### src/rtl/uart_pkg.sv
// Shared types and constants for the memory-mapped UART transmitter.
package uart_pkg;

  typedef enum logic [1:0] {
    IDLE,
    START,
    DATA,
    STOP
  } uart_state_e;

  // STATUS register bit positions
  localparam int unsigned ST_BUSY    = 0;
  localparam int unsigned ST_FULL    = 1;
  localparam int unsigned ST_OVF     = 2;
  localparam int unsigned ST_EMPTY   = 3;
  localparam int unsigned ST_CNT_LSB = 8;

  // Register offsets from the base address
  localparam logic [31:0] OFS_TXDATA = 32'h0000_0000;
  localparam logic [31:0] OFS_STATUS = 32'h0000_0004;

  // Word-address compare; the byte offset bits [1:0] are ignored.
  function automatic logic word_match(input logic [31:0] a, input logic [31:0] b);
    return ((a ^ b) & 32'hFFFF_FFFC) == 32'h0;
  endfunction

endpackage

### src/rtl/sync_fifo.sv
// Synchronous circular FIFO with simultaneous push/pop and fall-through read data.
module sync_fifo #(
  parameter int unsigned WIDTH = 8,
  parameter int unsigned DEPTH = 8
) (
  input  logic                     clk,
  input  logic                     rst,
  input  logic                     push,
  input  logic                     pop,
  input  logic [WIDTH-1:0]         din,
  output logic [WIDTH-1:0]         dout,
  output logic                     full,
  output logic                     empty,
  output logic [$clog2(DEPTH):0]   count
);

  localparam int unsigned PTR_W = $clog2(DEPTH);
  localparam int unsigned CNT_W = PTR_W + 1;

  logic [WIDTH-1:0] r_mem [DEPTH];
  logic [PTR_W-1:0] r_wr_ptr;
  logic [PTR_W-1:0] r_rd_ptr;
  logic [CNT_W-1:0] r_count;

  logic w_do_pop;
  logic w_do_push;

  assign w_do_pop  = pop & ~empty;
  // A push into a full FIFO is only legal when a pop frees the slot in the same cycle.
  assign w_do_push = push & (~full | w_do_pop);

  assign full  = (r_count == CNT_W'(DEPTH));
  assign empty = (r_count == '0);
  assign count = r_count;
  assign dout  = r_mem[r_rd_ptr];

  // Storage write; contents need no reset since count gates validity.
  always_ff @(posedge clk) begin
    if (w_do_push) begin
      r_mem[r_wr_ptr] <= din;
    end
  end

  // Pointers and occupancy; DEPTH is a power of two so pointers wrap naturally.
  always_ff @(posedge clk) begin
    if (rst) begin
      r_wr_ptr <= '0;
      r_rd_ptr <= '0;
      r_count  <= '0;
    end else begin
      if (w_do_push) begin
        r_wr_ptr <= r_wr_ptr + 1'b1;
      end
      if (w_do_pop) begin
        r_rd_ptr <= r_rd_ptr + 1'b1;
      end
      if (w_do_push && !w_do_pop) begin
        r_count <= r_count + 1'b1;
      end else if (!w_do_push && w_do_pop) begin
        r_count <= r_count - 1'b1;
      end
    end
  end

endmodule

### src/rtl/mmio_uart_tx.sv
// Memory-mapped 8N1 UART transmitter: TXDATA/STATUS decode, TX FIFO and serializer FSM.
module mmio_uart_tx
  import uart_pkg::*;
#(
  parameter logic [31:0] BASE_ADDR    = 32'h0000_1000,
  parameter int unsigned FIFO_DEPTH   = 8,
  parameter int unsigned CLKS_PER_BIT = 16
) (
  input  logic        clk,
  input  logic        rst,
  input  logic [31:0] bus_addr,
  input  logic [31:0] bus_wdata,
  input  logic        bus_we,
  input  logic        bus_re,
  output logic [31:0] bus_rdata,
  output logic        bus_hit,
  output logic        tx,
  output logic        tx_busy
);

  localparam int unsigned CNT_W  = $clog2(FIFO_DEPTH) + 1;
  localparam int unsigned BAUD_W = $clog2(CLKS_PER_BIT);
  localparam logic [BAUD_W-1:0] BAUD_LAST = BAUD_W'(CLKS_PER_BIT - 1);

  // Address decode
  logic w_hit_tx;
  logic w_hit_st;
  logic w_wr_tx;
  logic w_wr_st;

  assign w_hit_tx = word_match(bus_addr, BASE_ADDR + OFS_TXDATA);
  assign w_hit_st = word_match(bus_addr, BASE_ADDR + OFS_STATUS);
  assign bus_hit  = w_hit_tx | w_hit_st;
  assign w_wr_tx  = bus_we & w_hit_tx;
  assign w_wr_st  = bus_we & w_hit_st;

  // Reads are side-effect free and the upper TXDATA bits are don't-care.
  logic w_unused;
  assign w_unused = bus_re ^ (^bus_wdata[31:8]);

  // FIFO interface
  logic             w_fifo_push;
  logic             w_fifo_pop;
  logic [7:0]       w_fifo_dout;
  logic             w_fifo_full;
  logic             w_fifo_empty;
  logic [CNT_W-1:0] w_fifo_count;
  logic [CNT_W-1:0] w_cnt_next;
  logic             w_ovf_set;

  assign w_fifo_push = w_wr_tx & (~w_fifo_full | w_fifo_pop);
  assign w_ovf_set   = w_wr_tx & w_fifo_full & ~w_fifo_pop;
  assign w_cnt_next  = w_fifo_count + CNT_W'(w_fifo_push) - CNT_W'(w_fifo_pop);

  sync_fifo #(
    .WIDTH (8),
    .DEPTH (FIFO_DEPTH)
  ) u_fifo (
    .clk   (clk),
    .rst   (rst),
    .push  (w_fifo_push),
    .pop   (w_fifo_pop),
    .din   (bus_wdata[7:0]),
    .dout  (w_fifo_dout),
    .full  (w_fifo_full),
    .empty (w_fifo_empty),
    .count (w_fifo_count)
  );

  // Sticky overflow flag; a new overflow beats a same-cycle software clear.
  logic r_ovf;
  always_ff @(posedge clk) begin
    if (rst) begin
      r_ovf <= 1'b0;
    end else if (w_ovf_set) begin
      r_ovf <= 1'b1;
    end else if (w_wr_st && bus_wdata[ST_OVF]) begin
      r_ovf <= 1'b0;
    end
  end

  // Serializer state
  uart_state_e       r_state;
  uart_state_e       w_state_d;
  logic [BAUD_W-1:0] r_baud;
  logic [BAUD_W-1:0] w_baud_d;
  logic [2:0]        r_bit_idx;
  logic [2:0]        w_bit_idx_d;
  logic [7:0]        r_shift;
  logic [7:0]        w_shift_d;
  logic              r_tx;
  logic              w_tx_d;
  logic              r_busy;
  logic              w_busy_d;
  logic              w_baud_last;

  assign w_baud_last = (r_baud == BAUD_LAST);

  // Busy looks at the post-edge state so it is registered yet coincident with the edge.
  assign w_busy_d = (w_state_d != IDLE) || (w_cnt_next != '0);

  // State, counters and line outputs registered together so tx is glitch-free.
  always_ff @(posedge clk) begin
    if (rst) begin
      r_state   <= IDLE;
      r_baud    <= '0;
      r_bit_idx <= '0;
      r_shift   <= '0;
      r_tx      <= 1'b1;
      r_busy    <= 1'b0;
    end else begin
      r_state   <= w_state_d;
      r_baud    <= w_baud_d;
      r_bit_idx <= w_bit_idx_d;
      r_shift   <= w_shift_d;
      r_tx      <= w_tx_d;
      r_busy    <= w_busy_d;
    end
  end

  // Next-state logic; tx_d is the line level for the cycle after this edge.
  always_comb begin
    w_state_d   = r_state;
    w_baud_d    = r_baud + 1'b1;
    w_bit_idx_d = r_bit_idx;
    w_shift_d   = r_shift;
    w_tx_d      = r_tx;
    w_fifo_pop  = 1'b0;
    unique case (r_state)
      IDLE: begin
        w_baud_d = '0;
        w_tx_d   = 1'b1;
        if (!w_fifo_empty) begin
          w_fifo_pop = 1'b1;
          w_shift_d  = w_fifo_dout;
          w_state_d  = START;
          w_tx_d     = 1'b0;
        end
      end
      START: begin
        w_tx_d = 1'b0;
        if (w_baud_last) begin
          w_state_d   = DATA;
          w_baud_d    = '0;
          w_bit_idx_d = '0;
          w_tx_d      = r_shift[0];
        end
      end
      DATA: begin
        w_tx_d = r_shift[0];
        if (w_baud_last) begin
          w_baud_d = '0;
          if (r_bit_idx == 3'd7) begin
            w_state_d = STOP;
            w_tx_d    = 1'b1;
          end else begin
            w_shift_d   = {1'b0, r_shift[7:1]};
            w_bit_idx_d = r_bit_idx + 1'b1;
            w_tx_d      = r_shift[1];
          end
        end
      end
      STOP: begin
        w_tx_d = 1'b1;
        if (w_baud_last) begin
          w_baud_d = '0;
          if (!w_fifo_empty) begin
            // Back-to-back frame: no idle bit between stop and next start.
            w_fifo_pop = 1'b1;
            w_shift_d  = w_fifo_dout;
            w_state_d  = START;
            w_tx_d     = 1'b0;
          end else begin
            w_state_d = IDLE;
          end
        end
      end
      default: begin
        w_state_d = IDLE;
        w_baud_d  = '0;
        w_tx_d    = 1'b1;
      end
    endcase
  end

  assign tx      = r_tx;
  assign tx_busy = r_busy;

  // STATUS word assembly and read mux.
  logic [31:0] w_status;
  always_comb begin
    w_status                   = '0;
    w_status[ST_BUSY]          = r_busy;
    w_status[ST_FULL]          = w_fifo_full;
    w_status[ST_OVF]           = r_ovf;
    w_status[ST_EMPTY]         = w_fifo_empty;
    w_status[ST_CNT_LSB +: 8]  = 8'(w_fifo_count);
  end

  assign bus_rdata = w_hit_st ? w_status : 32'h0;

endmodule

### config.mk
export PLATFORM = sky130hd
export DESIGN_NAME = mmio_uart_tx
export DESIGN_NICKNAME = d
export VERILOG_FILES = /design/src/rtl/uart_pkg.sv /design/src/rtl/sync_fifo.sv /design/src/rtl/mmio_uart_tx.sv
export SDC_FILE = /design/constraint.sdc
export NUM_CORES = 1
export LEC_CHECK = 0
export ABC_CLOCK_PERIOD_IN_PS = 8800
export CORE_UTILIZATION = 54
export DETAILED_ROUTE_END_ITERATION = 7
export PLACE_DENSITY = 0.94
export SLEW_MARGIN = 20
export SYNTH_ARGS = -nofsm -noshare
export SYNTH_HDL_FRONTEND = slang
export SYNTH_HIERARCHICAL = 1
export SYNTH_SLANG_ARGS = --single-unit
### constraint.sdc
create_clock -name clk -period 8.8 [get_ports clk]
set_clock_uncertainty 0.1 [all_clocks]
set_input_delay 0.88 -clock clk [delete_from_list [all_inputs] [get_ports clk]]
set_output_delay 0.88 -clock clk [all_outputs]
set_load 0.005 [all_outputs]
# --- Yosys cells after proc, flatten, opt, wreduce, memory -nomap -nowiden ---
# Memory sizes are Yosys's and may differ from the RTL's. A register that Yosys moved wholly into a read port is not among the register bits.
# Index checks and enable logic that the tools add are counted.
op_classes:
  addsub: 8
  n_eq_ne: 10
  muxes: 36
  bitwise_logic: 15
  n_reduce_logical: 19
ops:
  columns: ["op", "count"]
  rows:
  - ["32-bit logical NOT", 2]
  - ["8-bit 2-to-1 mux", 4]
  - ["8-bit one-hot mux with 3 select lines", 1]
  - ["3-bit 2-to-1 mux", 5]
  - ["1-bit 2-to-1 mux", 12]
  - ["12-bit 2-to-1 mux", 1]
  - ["4-bit 2-to-1 mux", 3]
  - ["2-bit 2-to-1 mux", 5]
  - ["3-bit by 1-bit adder with 3-bit output (second input constant)", 3]
  - ["4-bit by 1-bit adder with 4-bit output (second input constant)", 2]
  - ["4-bit equality test (second input constant)", 2]
  - ["2-bit inequality test (second input constant)", 4]
  - ["2-bit one-hot mux with 4 select lines", 1]
  - ["4-bit one-hot mux with 2 select lines", 1]
  - ["4-bit AND reduction", 2]
  - ["2-bit nonzero test", 4]
  - ["1-bit bitwise AND", 7]
  - ["3-bit one-hot mux with 2 select lines", 1]
  - ["4-bit by 1-bit adder with 4-bit output", 1]
  - ["2-bit equality test (second input constant)", 2]
  - ["4-bit logical NOT", 1]
  - ["1-bit NOT", 4]
  - ["1-bit one-hot mux with 4 select lines", 1]
  - ["4-bit nonzero test", 1]
  - ["13 further kinds", 18]
totals:
  ff_bits: 30
  ram_bits: 64
  elab_cells: 99
  memories: 1
mem_list:
  columns: ["memory", "depth", "word_bits", "read_ports", "rd_ports_with_merged_regs", "write_ports", "line", "text"]
  rows:
  - ["u_fifo.r_mem", 8, 8, 1, 1, 1, "sync_fifo.sv:20", "logic [WIDTH-1:0] r_mem [DEPTH];"]

# --- Logic depth before layout (Yosys ltp) ---
depth:
  depth_word: 11
  mapped_depth: 15
  depth_no_buf: 15

# --- Modules after synthesis ---
# The synthesis kept the hierarchy.
modules_own_cells:
  columns: ["mod", "instances", "cells_each", "area_per_inst_um2", "seq_area_each_um2"]
  rows:
  - ["sync_fifo", 1, 166, 3064.2, 2182.1]
  - ["mmio_uart_tx", 1, 183, 1546.5, 400.4]

# --- Worst setup path before layout ---
# No wires, ideal clock.
synth_path:
  path_type: "input to register"
  start: "in bus_addr[27]"
  end: "reg u_fifo.r_count[3] (netlist: u_fifo/count[3])"
  setup_ns: 0.121
  arrival_ns: 3.531
  required_time_ns: 8.579
  path_slack_ns: 5.048
  path_stages: 13
  n_path_buf: 0
  path_cell_list: "nor4_1 -> nand2_1 -> nor4_1 -> and4bb_2 -> o21ai_4 -> inv_2 -> ha_1 -> inv_1 -> ha_1 -> a21oi_1 -> a211oi_1 -> a31oi_1 -> mux2_2"
synth_via:
  elab_chain_len: 7
  word_cells_on_any_way: 9
  classes_between: "1 x mux; 3 x bitwise; 5 x reduce/logical"
synth_lines:
  columns: ["element", "line", "text"]
  rows:
  - ["from (decl)", "mmio_uart_tx.sv:11", "input logic [31:0] bus_addr,"]
  - ["32-bit logical NOT *", "uart_pkg.sv:24", "return ((a ^ b) & 32'hFFFF_FFFC) == 32'h0;"]
  - ["1-bit bitwise AND *", "mmio_uart_tx.sv:34", "assign w_wr_tx = bus_we & w_hit_tx;"]
  - ["1-bit bitwise AND *", "mmio_uart_tx.sv:51", "assign w_fifo_push = w_wr_tx & (~w_fifo_full | w_fifo_pop);"]
  - ["named net w_fifo_push", "mmio_uart_tx.sv:42", "logic w_fifo_push;"]
  - ["1-bit bitwise AND *", "sync_fifo.sv:30", "assign w_do_push = push & (~full | w_do_pop);"]
  - ["named net u_fifo.w_do_push", "sync_fifo.sv:26", "logic w_do_push;"]
  - ["1-bit logical NOT", "sync_fifo.sv:59", "end else if (!w_do_push && w_do_pop) begin"]
  - ["1-bit logical AND", "sync_fifo.sv:59", null]
  - ["2-bit nonzero test (no source line)", null, null]
  - ["to (signal assigned)", "sync_fifo.sv:58", "r_count <= r_count + 1'b1;"]
  - ["to (signal assigned)", "sync_fifo.sv:60", "r_count <= r_count - 1'b1;"]
  - ["to (decl)", "sync_fifo.sv:23", "logic [CNT_W-1:0] r_count;"]
# Mark *: on every way through the listed nets, which the timed path passes. The rest lies on a longest branch.
# A chain may end at the register's enable or synchronous reset.

# --- Worst setup path in the final report ---
layout_path:
  start: "in bus_addr[5]"
  end: "reg u_fifo.r_count[3] (netlist: u_fifo/count[3])"
# The elaborated chain is that of the path after synthesis.

==> results.json <==
{
  "status": "completed",
  "rr_startpoint": "u_fifo/count[1]",
  "r2r-end": "u_fifo/count[3]",
  "synth_area_sq_um": 4610,
  "wirelength_mm": 8.69,
  "synth-seq-cells": 97,
  "startpoint": "bus_addr[5]",
  "maxSlewHeadroom": 0.333,
  "worstPathArrival_ns": 4.37,
  "grt_usage": 0.204,
  "final_hold_viol_count": 0,
  "yosys.cell_types.count": 53,
  "dp_hpwl_mm": 6.01,
  "synthCells": 349,
  "drc_errors": 0,
  "dieArea_sq_um": 8910,
  "max_freq_mhz": 237,
  "period_needed_ns": 4.22,
  "cts.clk_slew.worst_paths_ns": 0.09,
  "cts_resized": 0,
  "dp_slack_ns": 4.28,
  "path_max_fanout": 6,
  "pin_count": 103,
  "synth-edff-count": 64,
  "hold-path-endpoint": "r_bit_idx[1]",
  "power_leakage_nw": 1.82,
  "first_pass_iters": 5,
  "total_power_uw": 770,
  "ys_seq_area_frac": 0.560,
  "syn_area_per_cell_sq_um": 13.2,
  "drive_gt1_frac": 0.152,
  "postPlaceCellArea_sq_um": 5120,
  "layout.cells.non_filler": 512,
  "die_h_um": 94.4,
  "yosysTopAreaCell": "edfxtp_1",
  "tns_ns": 0,
  "overflow": 0,
  "dp.cells": 496,
  "yosysMostFrequentCell": "edfxtp_1",
  "min_path_type": "flip-flop to flip-flop",
  "crit_type": "input port to flip-flop",
  "ant_nets": 0,
  "grt_setup_unrepaired": "no",
  "regToRegSetupSlack_ns": 4.74,
  "core_sq_um": 8260,
  "syn2layout_area_growth_pct": 14.8,
  "drv_slew": 0,
  "fin_util": 0.641,
  "synth_top_area_share": 0.417,
  "grt_max_degree": 34,
  "end_kind": "flip-flop",
  "synth_flop_cell": "edfxtp_1",
  "drt_iter0_markers": 136,
  "synth_area_leaders": "edfxtp_1, dfxtp_1, mux4_2, ha_1, buf_4",
  "ys_top_cells_by_count": "edfxtp_1, dfxtp_1, nor2_1",
  "setup_viol_count_final": 0,
  "gp_congestion": 0.760,
  "cts_sinks": 97,
  "maxCapViolations": 0,
  "diodes": 0,
  "cts_tree": "yes",
  "via_count": 2901,
  "dieWidth_um": 94.4,
  "port_buffers": 51,
  "clockBufferDepth": 2,
  "rows": 33,
  "numCtsBuffers": 9,
  "cts_root_buf": "clkbuf_8",
  "viasPerCell": 5.67,
  "cts_max_level": 3,
  "hold_start": "r_bit_idx[1]",
  "clock_latency_ns": 0.35,
  "peakVddDrop_uv": 136,
  "powerDensity_nw_per_um2": 145,
  "worstSetupStartpointType": "input port",
  "required_ns": 8.95,
  "hold_path_depth": 2,
  "fin_area_sq_um": 5290,
  "cts_hold_buf": 0,
  "fin_crit_sh": 0.480,
  "antenna_found_initial": 0,
  "fin_hold_ws_ns": 0.363,
  "yosysWarningCount": 6,
  "nFillCells": 586,
  "grt_pass1_vias": 2757,
  "cts_setup_buffers": 0,
  "layout.nets": 489,
  "grt_pass1_wl_mm": 13.4,
  "start_util": 0.558,
  "wl_per_cell_um": 17.0,
  "synth-async-reset-ratio": 0,
  "r2r_cells": 14,
  "worst_slack_ns": 4.58,
  "worst_pin_slew_ns": 0.993
}
[logic make-up (layout without fill, tap and decap cells)]
| kind of cell | Yosys count | count (layout) | share of synthesized area |
|---|---|---|---|
| DFF | 97 | 97 | 0.560 |
| and+or+nand+nor | 95 | 95 | 0.110 |
| buffers and inverters | 52 | 87 | 0.0689 |
| AOI/OAI and AO/OA | 40 | 40 | 0.0646 |
| muxes | 34 | 34 | 0.120 |
| adders and majority gates | 19 | 19 | 0.0548 |
| xor gates and xnor gates | 11 | 11 | 0.0209 |
| other | 1 | 24 | 0.000813 |
[sequential cells by signal (all words and copies together) (netlist names), named ones only]
name / count
r_bit_idx: 3
r_shift: 8
r_baud: 4
r_ovf: 1
u_fifo/r_mem: 64
tx_busy: 1
u_fifo/r_rd_ptr: 3
tx: 1
u_fifo/count: 4
r_state: 2
u_fifo/r_wr_ptr: 3
[metal layers]
layer | vias to the layer above | GRT usage | routed length, um
li1 | 1353 | - | -
met1 | 1452 | 0.252 | 3580
met2 | 84 | 0.360 | 4680
met3 | 12 | 0.0233 | 285
met4 | 0 | 0.0923 | 142
met5 | - | 0 | 0
[area by class of cell]
| class | instances | area, sq um | share of cell area |
|---|---|---|---|
| Tap cell | 105 | 131 | 0.0248 |
| Clock buffer | 9 | 124 | 0.0234 |
| Multi-Input combinational cell | 223 | 1800 | 0.339 |
| Inverter | 14 | 52.6 | 0.00993 |
| Clock inverter | 7 | 53.8 | 0.0102 |
| Sequential cell | 97 | 2580 | 0.488 |
| Timing Repair Buffer | 57 | 551 | 0.104 |
[critical path, stage by stage]
cell and delay, ns:
clkdlybuf4s50_1 0.42, nor4_1 0.48, nand2_1 0.10, nor4_1 0.42
and4bb_2 0.39, o21ai_4 0.10, inv_2 0.13, ha_1 0.18
inv_1 0.10, ha_1 0.33, a21oi_1 0.22, a211oi_1 0.11
a31oi_1 0.18, mux2_2 0.35
[worst max-delay path by stage]
stage | end | cells past startpoint
2_1_floorplan | u_fifo/count[3] | 13
3_5_place_dp | u_fifo/count[3] | 14
5_1_grt | u_fifo/count[3] | 14
3_3_place_gp | u_fifo/count[3] | 14
6_report | u_fifo/count[3] | 14
4_1_cts | u_fifo/count[3] | 14
[layout by cell type, fill, tap and decap left out, drive strengths merged, types with 3 or more instances in the layout]
cell type and count:
clkbuf 9, a211oi 9, ha 17, mux2i 9
o21ai 6, clkdlybuf4s50 50, buf 7, nor3 8
conb 24, nand3 6, mux4 16, a21oi 11
dfxtp 33, and2 8, mux2 9, nand2 16
xor2 5, xnor2 6, a31oi 3, nand2b 3
clkinv 3, nor4 11, edfxtp 64, nor2 30
inv 16
[where the power goes]
| group | leakage (nW) | switching, mW | internal, mW |
|---|---|---|---|
| clock network | 0.0839 | 0.154 | 0.105 |
| logic | 0.894 | 0.0115 | 0.0162 |
| registers | 0.841 | 0.000000000300 | 0.484 |
| total | 1.82 | 0.165 | 0.605 |
Power figures use the tool's default switching activity.
